[src/rtl/wb_pkg.sv]
// Shared types and defaults for the register-file writeback arbiter.
package wb_pkg;

    localparam int XLEN_DEF       = 64;
    localparam int REG_ADDR_W     = 5;
    localparam int STARVE_MAX_DEF = 4;

    typedef enum logic [1:0] {
        WB_IDLE,
        WB_HOLD,
        WB_FORCE
    } wb_state_t;

    typedef struct packed {
        logic [REG_ADDR_W-1:0] rd;
        logic [XLEN_DEF-1:0]   wdata;
    } wb_req_t;

endpackage

[src/rtl/wb_write_arbiter_scoreboard.sv]
// Pending-write scoreboard: one busy bit per architectural register owed by the MDU.
module wb_scoreboard
    import wb_pkg::*;
(
    input  logic                  clock,
    input  logic                  reset,
    input  logic                  set_en_i,
    input  logic [REG_ADDR_W-1:0] set_rd_i,
    input  logic                  clr_en_i,
    input  logic [REG_ADDR_W-1:0] clr_rd_i,
    input  logic [REG_ADDR_W-1:0] rs1_i,
    input  logic [REG_ADDR_W-1:0] rs2_i,
    output logic                  busy_rs1_o,
    output logic                  busy_rs2_o,
    output logic [31:0]           busy_o
);

    logic [31:0] busy_q;
    logic [31:0] busy_d;

    // Set is applied after clear so a re-issue to the register being retired stays owed.
    always_comb begin
        busy_d = busy_q;
        if (clr_en_i) begin
            busy_d[clr_rd_i] = 1'b0;
        end
        if (set_en_i && (set_rd_i != '0)) begin
            busy_d[set_rd_i] = 1'b1;
        end
    end

    always_ff @(posedge clock) begin
        if (reset) begin
            busy_q <= '0;
        end else begin
            busy_q <= busy_d;
        end
    end

    assign busy_rs1_o = (rs1_i != '0) & busy_q[rs1_i];
    assign busy_rs2_o = (rs2_i != '0) & busy_q[rs2_i];
    assign busy_o     = busy_q;

endmodule

[src/rtl/wb_write_arbiter.sv]
// Arbitrates the single regfile write port between pipeline WB and a one-entry MDU result buffer.
// Optional macro WB_FWD_EN adds same-cycle write-to-read forwarding on the ID operand outputs.
module wb_write_arbiter
    import wb_pkg::*;
#(
    parameter int XLEN       = XLEN_DEF,
    parameter int STARVE_MAX = STARVE_MAX_DEF
) (
    input  logic                  clock,
    input  logic                  reset,
    input  logic                  pipe_wen_i,
    input  logic [REG_ADDR_W-1:0] pipe_rd_i,
    input  logic [XLEN-1:0]       pipe_wdata_i,
    output logic                  pipe_stall_o,
    input  logic                  mdu_issue_i,
    input  logic [REG_ADDR_W-1:0] mdu_issue_rd_i,
    input  logic                  mdu_valid_i,
    input  logic [REG_ADDR_W-1:0] mdu_rd_i,
    input  logic [XLEN-1:0]       mdu_wdata_i,
    output logic                  mdu_ready_o,
    input  logic [REG_ADDR_W-1:0] rs1_i,
    input  logic [REG_ADDR_W-1:0] rs2_i,
    output logic                  busy_rs1_o,
    output logic                  busy_rs2_o,
    input  logic [XLEN-1:0]       rf_rdata1_i,
    input  logic [XLEN-1:0]       rf_rdata2_i,
    output logic [XLEN-1:0]       rdata1_o,
    output logic [XLEN-1:0]       rdata2_o,
    output logic                  wen_o,
    output logic [REG_ADDR_W-1:0] rd_o,
    output logic [XLEN-1:0]       wdata_o
);

    localparam int              CNT_W     = $clog2(STARVE_MAX + 1);
    localparam logic [CNT_W-1:0] CNT_LIMIT = CNT_W'(STARVE_MAX - 1);

    wb_state_t             state_q, state_d;
    logic [CNT_W-1:0]      cnt_q, cnt_d, cnt_inc;
    logic                  buf_valid_q, buf_valid_d;
    logic [REG_ADDR_W-1:0] buf_rd_q, buf_rd_d;
    logic [XLEN-1:0]       buf_wdata_q, buf_wdata_d;

    logic        pipe_slot;
    logic        force_wr;
    logic        pipe_wr;
    logic        buf_wr;
    logic        mdu_accept;
    logic        sb_busy_rs1;
    logic        sb_busy_rs2;
    logic [31:0] busy_vec;

    assign pipe_slot  = pipe_wen_i & (pipe_rd_i != '0);
    assign force_wr   = (state_q == WB_FORCE);
    assign pipe_wr    = pipe_slot & ~force_wr;
    assign buf_wr     = buf_valid_q & (force_wr | ~pipe_slot);
    assign mdu_ready_o = ~reset & ~buf_valid_q;
    assign mdu_accept = mdu_valid_i & mdu_ready_o;
    assign pipe_stall_o = ~reset & force_wr;
    assign cnt_inc    = cnt_q + CNT_W'(1);

    always_comb begin
        wen_o   = 1'b0;
        rd_o    = '0;
        wdata_o = '0;
        if (!reset) begin
            if (pipe_wr) begin
                wen_o   = 1'b1;
                rd_o    = pipe_rd_i;
                wdata_o = pipe_wdata_i;
            end else if (buf_wr) begin
                wen_o   = 1'b1;
                rd_o    = buf_rd_q;
                wdata_o = buf_wdata_q;
            end
        end
    end

    // The counter tracks consecutive cycles the buffered result lost to the pipeline;
    // reaching the limit steals exactly one slot in FORCE.
    always_comb begin
        state_d = state_q;
        cnt_d   = cnt_q;
        unique case (state_q)
            WB_IDLE, WB_HOLD: begin
                if (buf_valid_q && pipe_slot) begin
                    cnt_d   = cnt_inc;
                    state_d = (cnt_inc >= CNT_LIMIT) ? WB_FORCE : WB_HOLD;
                end else begin
                    cnt_d   = '0;
                    state_d = WB_IDLE;
                end
            end
            WB_FORCE: begin
                cnt_d   = '0;
                state_d = WB_IDLE;
            end
            default: begin
                cnt_d   = '0;
                state_d = WB_IDLE;
            end
        endcase
    end

    always_comb begin
        buf_valid_d = buf_valid_q;
        buf_rd_d    = buf_rd_q;
        buf_wdata_d = buf_wdata_q;
        if (buf_wr) begin
            buf_valid_d = 1'b0;
        end
        if (mdu_accept) begin
            buf_valid_d = 1'b1;
            buf_rd_d    = mdu_rd_i;
            buf_wdata_d = mdu_wdata_i;
        end
    end

    always_ff @(posedge clock) begin
        if (reset) begin
            state_q     <= WB_IDLE;
            cnt_q       <= '0;
            buf_valid_q <= 1'b0;
            buf_rd_q    <= '0;
            buf_wdata_q <= '0;
        end else begin
            state_q     <= state_d;
            cnt_q       <= cnt_d;
            buf_valid_q <= buf_valid_d;
            buf_rd_q    <= buf_rd_d;
            buf_wdata_q <= buf_wdata_d;
        end
    end

    wb_scoreboard u_scoreboard (
        .clock      (clock),
        .reset      (reset),
        .set_en_i   (mdu_issue_i),
        .set_rd_i   (mdu_issue_rd_i),
        .clr_en_i   (buf_wr & ~reset),
        .clr_rd_i   (buf_rd_q),
        .rs1_i      (rs1_i),
        .rs2_i      (rs2_i),
        .busy_rs1_o (sb_busy_rs1),
        .busy_rs2_o (sb_busy_rs2),
        .busy_o     (busy_vec)
    );

    assign busy_rs1_o = ~reset & sb_busy_rs1;
    assign busy_rs2_o = ~reset & sb_busy_rs2;

`ifdef WB_FWD_EN
    assign rdata1_o = (wen_o && (rd_o == rs1_i) && (rs1_i != '0)) ? wdata_o : rf_rdata1_i;
    assign rdata2_o = (wen_o && (rd_o == rs2_i) && (rs2_i != '0)) ? wdata_o : rf_rdata2_i;
`else
    assign rdata1_o = rf_rdata1_i;
    assign rdata2_o = rf_rdata2_i;
`endif

    // ID must stall on a register the MDU still owes; a pipeline write there is a hazard bug.
    always_ff @(posedge clock) begin
        if (!reset) begin
            assert (!(pipe_slot && busy_vec[pipe_rd_i]))
                else $error("pipeline write to register x%0d still owed by MDU", pipe_rd_i);
        end
    end

endmodule

[config.mk]
export PLATFORM = sky130hd
export DESIGN_NAME = wb_write_arbiter
export DESIGN_NICKNAME = d
export VERILOG_FILES = /design/src/rtl/wb_pkg.sv /design/src/rtl/wb_write_arbiter_scoreboard.sv /design/src/rtl/wb_write_arbiter.sv
export SDC_FILE = /design/constraint.sdc
export NUM_CORES = 1
export LEC_CHECK = 0
export ABC_AREA = 1
export ABC_CLOCK_PERIOD_IN_PS = 1500
export CAP_MARGIN = 10
export CORE_AREA = 2 2 187 189
export CTS_BUF_LIST = sky130_fd_sc_hd__clkbuf_4 sky130_fd_sc_hd__clkbuf_8 sky130_fd_sc_hd__clkbuf_16
export DETAILED_ROUTE_END_ITERATION = 7
export DIE_AREA = 0 0 189 191
export GPL_ROUTABILITY_DRIVEN = 0
export GPL_TIMING_DRIVEN = 0
export SLEW_MARGIN = 20
export SYNTH_ARGS = -nofsm -noshare
export SYNTH_HDL_FRONTEND = slang
export SYNTH_SLANG_ARGS = --single-unit
[constraint.sdc]
create_clock -name clock -period 1.5 [get_ports clock]
set_input_delay 0.15 -clock clock [delete_from_list [all_inputs] [get_ports clock]]
set_output_delay 0.15 -clock clock [all_outputs]
set_load 0.01 [all_outputs]
==> summary.txt <==
H-tree Lvls -> 3
R2R Path Start -> buf_valid_q
Port Buffers -> 354
Sink Count -> 107
Worst Path Required -> 1.35 ns
post-route cell area -> 12500 sq um
Slew Limit Headroom -> 48.4%
NumNets Final -> 1737
first-pass iteration count of the detailed router -> 5
DIE AREA -> 36100 sq um
GR Overflow Total -> 0
skew final -> 0.0153 ns
f_max -> 0.583 GHz
HPWL after DPL -> 23000 um
# placed instances -> 1856
FP Rows -> 68
vias in the first global route -> 7743
Final Core Density -> 36.6%
FF-to-FF setup slack -> 0.06 ns
Area Overhead vs Synth -> 81.7%
DRC -> 0
worst hold stages -> 2
YS warnings -> 0
CP delay by family, top -> buffers and inverters
core area -> 34100 sq um
crit path kind -> flip-flop to primary output
Worst path max stage delay -> 0.36 ns
Total Wirelength -> 29200 um
CTS tree -> built
starting density of the core -> 20.2%
Worst-path clk slew -> 0.08 ns
first-pass GRT wire length -> 42100 um
RSZ-0062 raised after global routing -> true
commonest non-fill, non-tap cell in the layout -> clkdlybuf4s50_1
Post-synth EDFFs -> 0
PwrDens -> 652 nW/um^2
Post-DRT Antenna Nets -> 0
Die Ht -> 191 um
Total Routing Usage GR -> 15.0%
Setup-failing EPs final -> 72
I/O Pins -> 488
CP Capture Type -> primary output
CTS Hold Bufs -> 0
worst vdd ir -> 0.000490 V
Final Non-Filler Cells -> 1909
period utilization -> 114%
Final WS setup -> -0.216 ns
failing checks -> setup timing
hold crit path type -> input port to flip-flop
Critical Path AT -> 1.57 ns
main flop type after synthesis -> dfxtp_1
minimum clock period -> 1.72 ns
starting DRC count in detailed routing -> 394
worst path bufs/invs -> 3
CTS root buf -> clkbuf_16
initial antenna violation count -> 0
register area share after synthesis -> 31.1%
clk_lat worst skew -> 0.36 ns
largest net degree at the start of global routing -> 22
Vias/cell -> 4.24
Lkg Pwr -> 5.38 nW
placed instance area -> 11000 sq um
WL per Instance -> 15.3 um
commonest cells after routing, fill and taps aside -> clkdlybuf4s50_1, inv_1, buf_4
CTS max path bufs -> 2
hold path endpoint -> u_scoreboard.busy_o[27]
crit path launch type -> flip-flop
HP Start -> reset
setup TNS -> -11.69 ns
die width -> 189 um
CTS buffer count -> 9
final-report max-slew violation count -> 0
Hold Vio Cnt, Final -> 0
synthesized area -> 6880 sq um
Synth async-reset ratio -> 0%
share of layout cells above drive strength 1 -> 32.1%
max_cap viols -> 0
count of different cell masters after synthesis -> 29
Crit Reg-Reg Endpoint -> buf_wdata_q[34]
reg2reg path depth -> 7
outcome -> finished, violations left
Mapped Nets -> 1335
fillers -> 3516
Slew @ Worst Pin -> 0.771 ns
cell count after synthesis -> 1047
crit-path cells -> nand2_4, nand2_4, nand2_8, buf_12, buf_12, o22ai_4, buf_6
synthesized flop and latch total -> 107
# diodes -> 0
vias -> 8102
CP max-delay cell -> dfxtp_2
CP max FO -> 5
synthesized area per cell -> 6.57 sq um
registers in the layout (all words and copies together), names as in the netlist:
name / cells
buf_wdata_q: 64
buf_rd_q: 5
state_q: 2
buf_valid_q: 1
u_scoreboard.busy_o: 32
cnt_q: 3
area by class of cell:
| cell class | instances | area [sq um] | share of cell area [%] |
|---|---|---|---|
| plain buffers | 183 | 1470 | 11.7 |
| clock buffers | 9 | 225 | 1.80 |
| clock inverters | 7 | 80.1 | 0.641 |
| inverters | 197 | 759 | 6.08 |
| multi-input cells | 560 | 3450 | 27.6 |
| flip-flops and latches | 107 | 2190 | 17.5 |
| well taps | 455 | 569 | 4.56 |
| repair buffers | 391 | 3750 | 30.0 |
logic make-up (layout without fill, tap and decap cells):
logic type / after synthesis / in the layout / share of synthesized area (%)
adders and majority gates: 2 / 2 / 0.364
and+or+nand+nor: 308 / 308 / 19.2
buffers and inverters: 380 / 787 / 29.4
xor gates and xnor gates: 1 / 1 / 0.127
AOI/OAI and AO/OA: 249 / 249 / 19.8
DFF: 107 / 107 / 31.1
power by group:
group	internal [mW]	total (mW)	switching (mW)
registers	2.98	3.04	0.0530
logic	1.46	2.67	1.22
clock network	1.19	2.44	1.25
synthesized netlist by cell type (7+ instances only):
library cell / n / area share, %
dfxtp_1: 107 / 31
a21oi_1: 100 / 7.3
o22ai_1: 69 / 6.3
inv_1: 188 / 10
buf_6: 7 / 1.1
nand3_1: 89 / 6.5
nor2_1: 49 / 2.7
clkbuf_1: 11 / 0.60
o21ai_0: 64 / 4.7
buf_2: 33 / 2.4
nand2_1: 156 / 8.5
o21ai_1: 8 / 0.58
buf_4: 131 / 14
layer usage:
layer  part of all wire [%]  vias up  track usage (%)
met5                      0        -                0
met4                    2.0        0             5.14
met3                    8.5       35             3.30
met2                     53      397             28.8
met1                     37     3649             16.1
li1                       -     4021                -
stage by stage:
stage               power [mW]  setup slack, ns  hold slack (ns)
floorplan                 4.20            0.336            0.324
global placement          5.44            -1.35            0.440
detailed placement        5.45            -1.36            0.448
CTS                       8.01           -0.229           0.0562
global route              8.54           -0.276           0.0724
finish                    8.15           -0.216           0.0651
how the worst max path moves through the flow:
stage | startpoint | to | slack (ns) | cells past startpoint
finish | state_q[1] | wdata_o[62] | -0.22 | 7
global route | u_scoreboard.busy_o[7] | busy_rs2_o | -0.28 | 11
CTS | state_q[0] | wdata_o[46] | -0.23 | 8
detailed placement | pipe_rd_i[2] | wdata_o[46] | -1.36 | 9
global placement | pipe_rd_i[2] | wdata_o[46] | -1.35 | 9
floorplan | pipe_rd_i[0] | wdata_o[10] | 0.34 | 8
what timing repair did:
action	CTS	global route
buffers inserted	20	9
pin swaps	14	16
setup endpoints to repair	83	76
gates cloned	3	5
gates resized for setup	445	129
Power figures use the tool's default switching activity.
